## src/rtl/sprite_plot_scheduler.sv

```systemverilog
`default_nettype none
// ============================================================================
// Module   : sprite_plot_scheduler
// Purpose  : Once per frame tick, grants the VGA plot port to each enabled
//            sprite engine in index order. Optional per-engine watchdog is
//            built when SPRITE_SCHED_WATCHDOG_EN is defined.
// Revision : 1.0  initial release
// ============================================================================
module sprite_plot_scheduler #(
  parameter int N_SPRITES   = 8,
  parameter int FRAME_TICKS = 833333,
  parameter int TIMEOUT     = 65535
) (
  input  logic                   clk,
  input  logic                   resetn,
  input  logic [N_SPRITES-1:0]   enable_mask,
  input  logic [8*N_SPRITES-1:0] req_x,
  input  logic [7*N_SPRITES-1:0] req_y,
  input  logic [3*N_SPRITES-1:0] req_colour,
  input  logic [N_SPRITES-1:0]   req_plot,
  input  logic [N_SPRITES-1:0]   done,
  output logic [N_SPRITES-1:0]   en,
  output logic [7:0]             vga_x,
  output logic [6:0]             vga_y,
  output logic [2:0]             vga_colour,
  output logic                   vga_plot,
  output logic                   busy,
  output logic                   pass_done,
  output logic                   overrun,
  output logic [N_SPRITES-1:0]   timeout_err
);

  localparam int IW = $clog2(N_SPRITES + 1);
  localparam int TW = (FRAME_TICKS > 1) ? $clog2(FRAME_TICKS) : 1;
  localparam logic [IW-1:0] LAST_IDX = IW'(N_SPRITES);
  localparam logic [TW-1:0] TICK_MAX = TW'(FRAME_TICKS - 1);

  typedef enum logic [2:0] {
    S_IDLE  = 3'd0,
    S_SCAN  = 3'd1,
    S_ISSUE = 3'd2,
    S_BUSY  = 3'd3,
    S_END   = 3'd4
  } state_t;

  state_t               state, state_nxt;
  logic [IW-1:0]        idx, idx_nxt;
  logic [N_SPRITES-1:0] mask, mask_nxt;
  logic [TW-1:0]        tick_cnt;
  logic                 tick;
  logic                 route;

  logic [N_SPRITES-1:0] grant;
  logic                 sel_mask, sel_done, sel_plot;
  logic [7:0]           sel_x;
  logic [6:0]           sel_y;
  logic [2:0]           sel_colour;

  assign tick = (tick_cnt == TICK_MAX);

  always_ff @(posedge clk) begin
    if (!resetn)   tick_cnt <= '0;
    else if (tick) tick_cnt <= '0;
    else           tick_cnt <= tick_cnt + 1'b1;
  end

  // idx may equal N_SPRITES (end of scan); no engine matches then.
  always_comb begin
    grant      = '0;
    sel_mask   = 1'b0;
    sel_done   = 1'b0;
    sel_plot   = 1'b0;
    sel_x      = '0;
    sel_y      = '0;
    sel_colour = '0;
    for (int i = 0; i < N_SPRITES; i++) begin
      if (idx == IW'(i)) begin
        grant[i]   = 1'b1;
        sel_mask   = mask[i];
        sel_done   = done[i];
        sel_plot   = req_plot[i];
        sel_x      = req_x[8*i +: 8];
        sel_y      = req_y[7*i +: 7];
        sel_colour = req_colour[3*i +: 3];
      end
    end
  end

`ifdef SPRITE_SCHED_WATCHDOG_EN
  localparam int WW = $clog2(TIMEOUT + 1);
  localparam logic [WW-1:0] WD_LIMIT = WW'(TIMEOUT);

  logic [WW-1:0]        wd_cnt, wd_cnt_nxt, wd_inc;
  logic [N_SPRITES-1:0] to_flags, to_flags_nxt;

  assign wd_inc      = wd_cnt + 1'b1;
  assign timeout_err = to_flags;

  always_ff @(posedge clk) begin
    if (!resetn) begin
      wd_cnt   <= '0;
      to_flags <= '0;
    end else begin
      wd_cnt   <= wd_cnt_nxt;
      to_flags <= to_flags_nxt;
    end
  end
`else
  assign timeout_err = '0;
`endif

  always_comb begin
    state_nxt = state;
    idx_nxt   = idx;
    mask_nxt  = mask;
    en        = '0;
    pass_done = 1'b0;
`ifdef SPRITE_SCHED_WATCHDOG_EN
    wd_cnt_nxt   = wd_cnt;
    to_flags_nxt = to_flags;
`endif
    case (state)
      S_IDLE: begin
        if (tick) begin
          mask_nxt  = enable_mask;
          idx_nxt   = '0;
          state_nxt = S_SCAN;
        end
      end
      S_SCAN: begin
        if (idx == LAST_IDX)  state_nxt = S_END;
        else if (sel_mask)    state_nxt = S_ISSUE;
        else                  idx_nxt   = idx + 1'b1;
      end
      S_ISSUE: begin
        en        = grant;
        state_nxt = S_BUSY;
`ifdef SPRITE_SCHED_WATCHDOG_EN
        wd_cnt_nxt = '0;
`endif
      end
      S_BUSY: begin
        // A finish arriving on the final watchdog cycle still counts as a finish.
        if (sel_done) begin
          idx_nxt   = idx + 1'b1;
          state_nxt = S_SCAN;
        end
`ifdef SPRITE_SCHED_WATCHDOG_EN
        else if (wd_inc == WD_LIMIT) begin
          to_flags_nxt = to_flags | grant;
          idx_nxt      = idx + 1'b1;
          state_nxt    = S_SCAN;
        end else begin
          wd_cnt_nxt = wd_inc;
        end
`endif
      end
      S_END: begin
        pass_done = 1'b1;
        state_nxt = S_IDLE;
      end
      default: state_nxt = S_IDLE;
    endcase
  end

  assign route      = (state == S_ISSUE) || (state == S_BUSY);
  assign vga_x      = route ? sel_x      : '0;
  assign vga_y      = route ? sel_y      : '0;
  assign vga_colour = route ? sel_colour : '0;
  assign vga_plot   = route ? sel_plot   : 1'b0;
  assign busy       = (state != S_IDLE);

  always_ff @(posedge clk) begin
    if (!resetn) begin
      state   <= S_IDLE;
      idx     <= '0;
      mask    <= '0;
      overrun <= 1'b0;
    end else begin
      state <= state_nxt;
      idx   <= idx_nxt;
      mask  <= mask_nxt;
      if (tick && (state != S_IDLE)) overrun <= 1'b1;
    end
  end

endmodule
`default_nettype wire

```

## config.mk

```make
export PLATFORM = sky130hd
export DESIGN_NAME = sprite_plot_scheduler
export DESIGN_NICKNAME = d
export VERILOG_FILES = /design/src/rtl/sprite_plot_scheduler.sv
export SDC_FILE = /design/constraint.sdc
export NUM_CORES = 1
export LEC_CHECK = 0
export CAP_MARGIN = 10
export CELL_PAD_IN_SITES_DETAIL_PLACEMENT = 1
export CELL_PAD_IN_SITES_GLOBAL_PLACEMENT = 1
export CORE_UTILIZATION = 24
export CTS_CLUSTER_DIAMETER = 80
export DETAILED_ROUTE_END_ITERATION = 7
export PLACE_DENSITY_LB_ADDON = 0.1
export SLEW_MARGIN = 0
export SYNTH_ARGS = -nofsm -noshare
export SYNTH_HDL_FRONTEND = slang
export SYNTH_SLANG_ARGS = --single-unit
```

## constraint.sdc

```tcl
create_clock -name clk -period 3.4 [get_ports clk]
set_input_delay 0.68 -clock clk [delete_from_list [all_inputs] [get_ports clk]]
set_output_delay 0.68 -clock clk [all_outputs]
set_load 0.03 [all_outputs]
```

* After elaboration in Yosys (flattened, before gate mapping)
Index checks and enable logic that the tools add are counted. Widths: inputs -> output; s select.
Operators by class: equality and inequality tests 18, mux-type cells 72, reduce and logical (&&, ||, !) cells 10, $add $sub $neg 2, bitwise logic cells 1
Operators with widths (count):
- $mux 8 | 10
- $mux 7 | 9
- $mux 3 | 13
- $mux 1 | 34
- $add 20x1->20 const B | 1
- $eq 20x20->1 const B | 1
- $eq 4x3->1 const B | 4
- $mux 4 | 4
- $pmux 3 s4 | 1
- $pmux 4 s3 | 1
- $eq 4x2->1 const B | 2
- $ne 2x2->1 const B | 4
- $eq 3x2->1 const B | 2
- $reduce_bool 3->1 | 2
- $reduce_and 5->1 | 1
- $add 4x1->4 const B | 1
- $eq 4x1->1 const B | 1
- $eq 4x4->1 const B | 1
- $logic_not 4->1 | 1
- $eq 3x1->1 const B | 1
- $eq 3x3->1 const B | 1
- $logic_not 3->1 | 1
- $ne 3x3->1 const B | 1
- $reduce_and 3->1 | 1
- other kinds (5) | 5
Word-level totals: output and inout port bits 38, register bits after elaboration 36, input bits 170

* Longest topological paths before layout
Gate-level depths: netlist of run 1.
word-level depth 12, gate-level depth with buffers 11, mapped depth without buffers 8

* Worst setup path after synthesis of run 1
No wires, ideal clock.
path kind register -> output, start register idx[0], end output vga_colour[0], arrival time 2.479 ns, buffers on the path 3, required time 2.720 ns, cell stages (with the launch flop) 8, slack 0.241 ns, cells stage by stage dfxtp_1 ha_1 buf_2 nor3b_1 clkbuf_1 clkbuf_1 a211oi_1 o31ai_1
Between the ends: word-level cells in the longest chain between the ends 10
Ends and longest elaborated chain:
- start: declaration | RTL line 47 | logic [IW-1:0] idx, idx_nxt;
- start signal: assignment | RTL line 181 | idx <= idx_nxt;
- $logic_not 4->1 | RTL line 77 | if (idx == IW'(i)) begin
- $mux 3 (7 in a row) | RTL line 77
- $mux 3 (*) | RTL line 77
- $mux 3 (*) | RTL line 169 | assign vga_colour = route ? sel_colour : '0;
- end: declaration | RTL line 25 | output logic [2:0] vga_colour,
Mark *: on every way between the ends. The rest lies on a longest branch, timed or not.

* Worst setup path in the final report of run 1
start register idx[0], end output vga_y[5]
Between the ends: word-level cells in the longest chain between the ends 10
Ends and longest elaborated chain:
- $logic_not 4->1 | RTL line 77
- $mux 7 (7 in a row) | RTL line 77
- $mux 7 (*) | RTL line 77
- $mux 7 (*) | RTL line 168 | assign vga_y = route ? sel_y : '0;
- end: declaration | RTL line 24 | output logic [6:0] vga_y,
Marked as above.

==> reports/qor.yml, run 1 <==
io_pins: 208
core_um2: 12700
post-route-period-util_pct: 92.7
synth_area_leader_cell: "dfxtp_1"
max_slew.worst_pin.slew_ns: 0.595
hp-start: "tick_cnt[0]"
grt_pass1_wl_um: 23200
dp_cells: 771
cap_violations: 0
first_iter_violations: 278
path_clk_slew_ns: 0.05
ys_top_cells_by_area: "dfxtp_1 (23%), nor2_1 (6.4%), a222oi_1 (6.1%)"
cts_made_buffers: 5
power.leakage_nw: 2.02
grt-ovfl-total: 0
r2r_start: "idx[0]"
synth.top_cell.area_share_pct: 23.1
required_ns: 2.72
die_w_um: 116
whs_path_depth: 1
synthDistinctLibCells: 50
antenna_left: 0
vias_per_cell: 5.18
synth-seq-area-share_pct: 23.1
clk-insertion-delay-late_ns: 0.29
synthTopCellsByCount: "nor2_1 (53), dfxtp_1 (36), clkbuf_1 (31)"
firstDrtPassIters: 8
timing.fmax_mhz: 317
synth_cells: 422
wire_per_inst_um: 20.4
dieHeight_um: 116
post_cts_buffers: 0
worstRegToRegCells: 8
arrival_ns: 2.47
grt_pass1_vias: 4164
vias: 4038
grt_max_degree: 41
row_count: 41
maxSlewViolCount: 0
critPathMaxFanout: 19
status: "completed"
cts_root_buf: "clkbuf_16"
ys_seq_elements: 36
worstSetupStartpointType: "flip-flop"
fp.dieArea_um2: 13500
hold_viol: 0
drive_gt1_share_pct: 9.39
nets: 782
dp_hpwl_um: 13100
grt_usage_pct: 22.7
rrSetupSlack_ns: 0.78
multi_input_area_um2: 2190
finalSetupTns_ns: 0
async_flop_share_pct: 0
setup_viol: 0
cts_hold_buffers: 0
cts_buffer_depth: 2
instances_no_fill: 780
fillers: 1562
fin_util_pct: 42.9
hold_class: "reg2reg"
area_growth_pct: 74.1
synth_most_common_cell: "nor2_1"
synth_edf_count: 0
p_per_area_nw_per_um2: 210
rsz0062_at_grt: "no"
netlist_area_um2: 3120
fin_crit_ns: 3.15
clock-sinks: 36
htreeDepth: 2
synthFlopType: "dfxtp_1"
timing.rr.end: "idx[0]"
yosys_warnings: 0
fin_skew_ns: 0.00568
gp_congestion: 0.871
ctsResizeCount: 0
cts_tree: "done"
route.detailed.drc: 0
worst_hold_path.endpoint: "tick_cnt[0]"
port_buffers: 199
antenna_found_initial: 2
critPathKind: "reg2out"
drt-total-wl_um: 15900
synth.avg_cell_area_um2: 7.40
seqCellArea_um2: 721
peakVddDrop_mv: 0.235
crit_path_end_kind: "output pin"
timing.slew.headroom_pct: 60.2
initial_utilization_pct: 24.7
-- cell type report --
cell class | count | area share, %
inverters | 12 | 0.828
multi-input cells | 335 | 40.3
clock inverters | 3 | 0.345
flip-flops and latches | 36 | 13.2
diodes | 1 | 0.0460
clock buffers | 5 | 2.30
repair buffers | 216 | 39.0
well taps | 172 | 3.96
-- state kept, by name (all words and copies together) (netlist names) --
signal    flops
mask          8
tick_cnt     20
idx           4
overrun       1
state         3
-- stage by stage --
stage	area (um2)	setup WS (ns)	total power, mW	hold slack (ns)
after floorplan	3150	0.241	0.492	0.442
after global placement	5280	0.570	0.696	0.463
after detailed placement	5280	0.412	0.698	0.481
after CTS	5430	0.0677	1.16	0.490
after global routing	5440	0.0715	1.19	0.533
final	5440	0.248	1.14	0.486
-- cells in the final DEF, fill, tap and decap left out, drive strengths merged, types with 2 or more instances in the layout --
cell type,count
a211oi,19
nand3b,3
clkbuf,5
and4,2
nor4,2
o211ai,2
o22ai,20
ha,6
a221oi,2
nand4,3
buf,37
clkdlybuf4s50,179
nor2b,18
xor2,9
o31ai,19
nand3,10
or3,8
nor3b,2
nor2,53
nor3,29
inv,12
a22oi,19
a21oi,12
nand2,19
conb,8
xnor2,6
mux2i,10
o21ai,9
clkinv,3
a222oi,19
o31a,2
nand2b,6
dfxtp,36
and3,6
-- layer usage --
metal  vias to the layer above  global-route usage, %  routed length, um
li1                       1952                      -                  -
met1                      1921                   25.1               6260
met2                       141                   42.3               8040
met3                        20                   7.01               1390
met4                         4                   4.79                184
met5                         -                      0                 26
-- worst max-delay path by stage --
stage,start,end,slack [ns],cells after the start
final,idx[0],vga_y[5],0.25,9
after global routing,idx[0],vga_y[3],0.07,9
after CTS,idx[1],vga_x[1],0.07,10
after detailed placement,idx[1],vga_x[1],0.41,10
after global placement,idx[1],vga_x[1],0.57,10
after floorplan,idx[0],vga_colour[0],0.24,7
-- kinds of logic (layout without fill, tap and decap cells) --
group	after synthesis	after routing	share of synthesized area [%]
buffers and inverters	58	236	8.61
other	1	9	0.120
multiplexers	10	10	3.20
adder cells (fa/ha/maj)	6	6	2.40
XOR/XNOR	15	15	4.21
AO/OA/AOI/OAI	131	131	31.4
AND/OR/NAND/NOR	165	165	27.0
flip-flops	36	36	23.1
-- critical path, stage by stage (launching register included) --
cell and delay [ns]:
dfxtp_1 0.41, inv_1 0.11, ha_1 0.32, and3_1 0.21
buf_4 0.19, a222oi_1 0.28, nor3_1 0.08, a211oi_1 0.28
o31ai_1 0.12, buf_4 0.18
-- report_power, final --
| part | internal [mW] | switching (mW) |
|---|---|---|
| sequential | 0.425 | 0.00396 |
| clock | 0.270 | 0.184 |
| combinational | 0.189 | 0.0710 |
(Power assumes the default switching activity.)
==> run 2, diff against run 1 <==
--- a/config.mk
+++ b/config.mk
@@ -8,6 +8,7 @@
 export CAP_MARGIN = 10
 export CELL_PAD_IN_SITES_DETAIL_PLACEMENT = 1
 export CELL_PAD_IN_SITES_GLOBAL_PLACEMENT = 1
+export CORE_MARGIN = 4
 export CORE_UTILIZATION = 24
 export CTS_CLUSTER_DIAMETER = 80
 export DETAILED_ROUTE_END_ITERATION = 7
==> reports/qor.yml, run 2 (synthesis results as in run 1) <==
seqCellArea_um2: 721
p_comb_share_pct: 23.3
grtUsageMet3_pct: 5.01
clock-sinks: 36
r2r_start: "idx[0]"
arrival_ns: 2.51
hold_viol: 0
gp_congestion: 0.813
nets: 780
grt_max_degree: 41
fin_crit_ns: 3.19
timing.fmax_mhz: 313
p_per_area_nw_per_um2: 206
timing.slew.headroom_pct: 58.9
slowest_stage: "clkdlybuf4s50_1"
power.internal_mw: 0.880
final_common_cell: "clkdlybuf4s50_1"
hp-start: "tick_cnt[0]"
worst_hold_path.endpoint: "tick_cnt[0]"
vias: 4104
cap_violations: 0
reg_top3: "tick_cnt: 20 flops, mask: 8 flops, idx: 4 flops"
io_pins: 208
port_buffers: 199
grt-ovfl-total: 0
max_slew.worst_pin.slew_ns: 0.615
final_cell_mix: "clkdlybuf4s50_1 (179), nor2_1 (53), dfxtp_1 (36), buf_4 (33), nor3_1 (22)"
hold_slack_ns: 0.488
fillers: 1549
seqPwrFrac_pct: 38.6
rsz0062_at_grt: "no"
cts_tree: "done"
initial_utilization_pct: 24.7
design_area_um2: 5400
drive_gt1_share_pct: 9.11
cp_cell_sequence: "ha_1 > nor3b_2 > buf_12 > nor2b_1 > clkdlybuf4s50_1"
instances_no_fill: 777
area_growth_pct: 72.8
dp_hpwl_um: 13600
crit_path_max_incr_delay_ns: 0.74
timing.rr.end: "idx[0]"
path_clk_slew_ns: 0.05
rrSetupSlack_ns: 0.73
fin_skew_ns: 0.00348
first_iter_violations: 220
vias_per_cell: 5.28
grt_usage_pct: 21.0
required_ns: 2.72
power.total_mw: 1.11
grt-busiest-layer: "met2"
grt_pass1_vias: 4144
critPathKind: "reg2out"
largest_register: "tick_cnt"
post-route-period-util_pct: 93.8
maxSlewViolCount: 0
drt-total-wl_um: 16500
core_um2: 12700
dieHeight_um: 122
worstRegToRegCells: 8
wire_per_inst_um: 21.2
whs_path_depth: 1
finalSetupTns_ns: 0
p_clk_share_pct: 38.1
cts_made_buffers: 5
setup_viol: 0
post_cts_buffers: 0
row_count: 41
route.detailed.drc: 1
multi_input_area_um2: 2200
violations: "design-rule violations"
firstDrtPassIters: 8
dp_cells: 769
antenna_left: 0
grt_use_met1_pct: 26.1
antenna_found_initial: 0
peakVddDrop_mv: 0.252
htreeDepth: 2
die_w_um: 122
postPlaceCellArea_um2: 5240
worstSetupStartpointType: "flip-flop"
crit_path_end_kind: "output pin"
hold_class: "reg2reg"
met2_usage_pct: 36.0
grt_pass1_wl_um: 24600
cts_hold_buffers: 0
status: "complete, but fails checks"
cts_buffer_depth: 2
largest_reg_flops: 20
cts_root_buf: "clkbuf_16"
swShare_pct: 20.8
clk-insertion-delay-late_ns: 0.27
power.leakage_nw: 2.00
critPathMaxFanout: 40
fp.dieArea_um2: 14900
p_switching_mw: 0.232
[run 2: power by group through the flow]
stage | registers (mW) | clock network (mW) | logic [mW]
floorplan | 0.437 | 0 | 0.0545
global placement | 0.438 | 0 | 0.255
detailed placement | 0.438 | 0 | 0.257
CTS | 0.429 | 0.437 | 0.259
global route | 0.429 | 0.459 | 0.275
finish | 0.429 | 0.424 | 0.259
[run 2: stage by stage]
step | utilization (%) | worst slack, ns
6_report | 42.6 | 0.209
3_5_place_dp | 41.4 | 0.451
2_1_floorplan | - | 0.241
5_1_grt | 42.6 | 0.00829
4_1_cts | 42.4 | 0.161
3_3_place_gp | 41.4 | 0.522
[run 2: worst max-delay path by stage]
stage	slack, ns	endpoint	cells past startpoint	startpoint
3_5_place_dp	0.45	vga_colour[2]	10	idx[1]
3_3_place_gp	0.52	vga_y[3]	7	idx[1]
2_1_floorplan	0.24	vga_colour[0]	7	idx[0]
4_1_cts	0.16	vga_colour[2]	10	idx[1]
5_1_grt	0.008	vga_y[1]	7	idx[0]
6_report	0.21	en[3]	5	idx[0]
[run 2: final cells by class]
cell class	count	area share, %
Antenna cell	1	0.0463
Clock buffer	6	2.39
Clock inverter	1	0.0927
Inverter	12	0.834
Multi-Input combinational cell	335	40.8
Sequential cell	36	13.3
Tap cell	172	3.99
Timing Repair Buffer	214	38.5
[run 2: metal layers]
layer	up-vias	wire length, um
li1	1946	-
met1	1968	6680
met2	165	7960
met3	25	1380
met4	0	431
met5	-	0
[run 2: what timing repair did]
action | CTS | global route
endpoints found under the setup margin | 0 | 4
endpoints found under the hold margin | 0 | 0
gates resized for setup | 0 | 5
[run 2: worst max-delay path, delay by kind of cell, from the launching register on]
family        cells  cell delay [ns]
flops             1             0.41
fa+ha+maj         1             0.38
buf+inv           2             0.98
simple gates      2             0.45
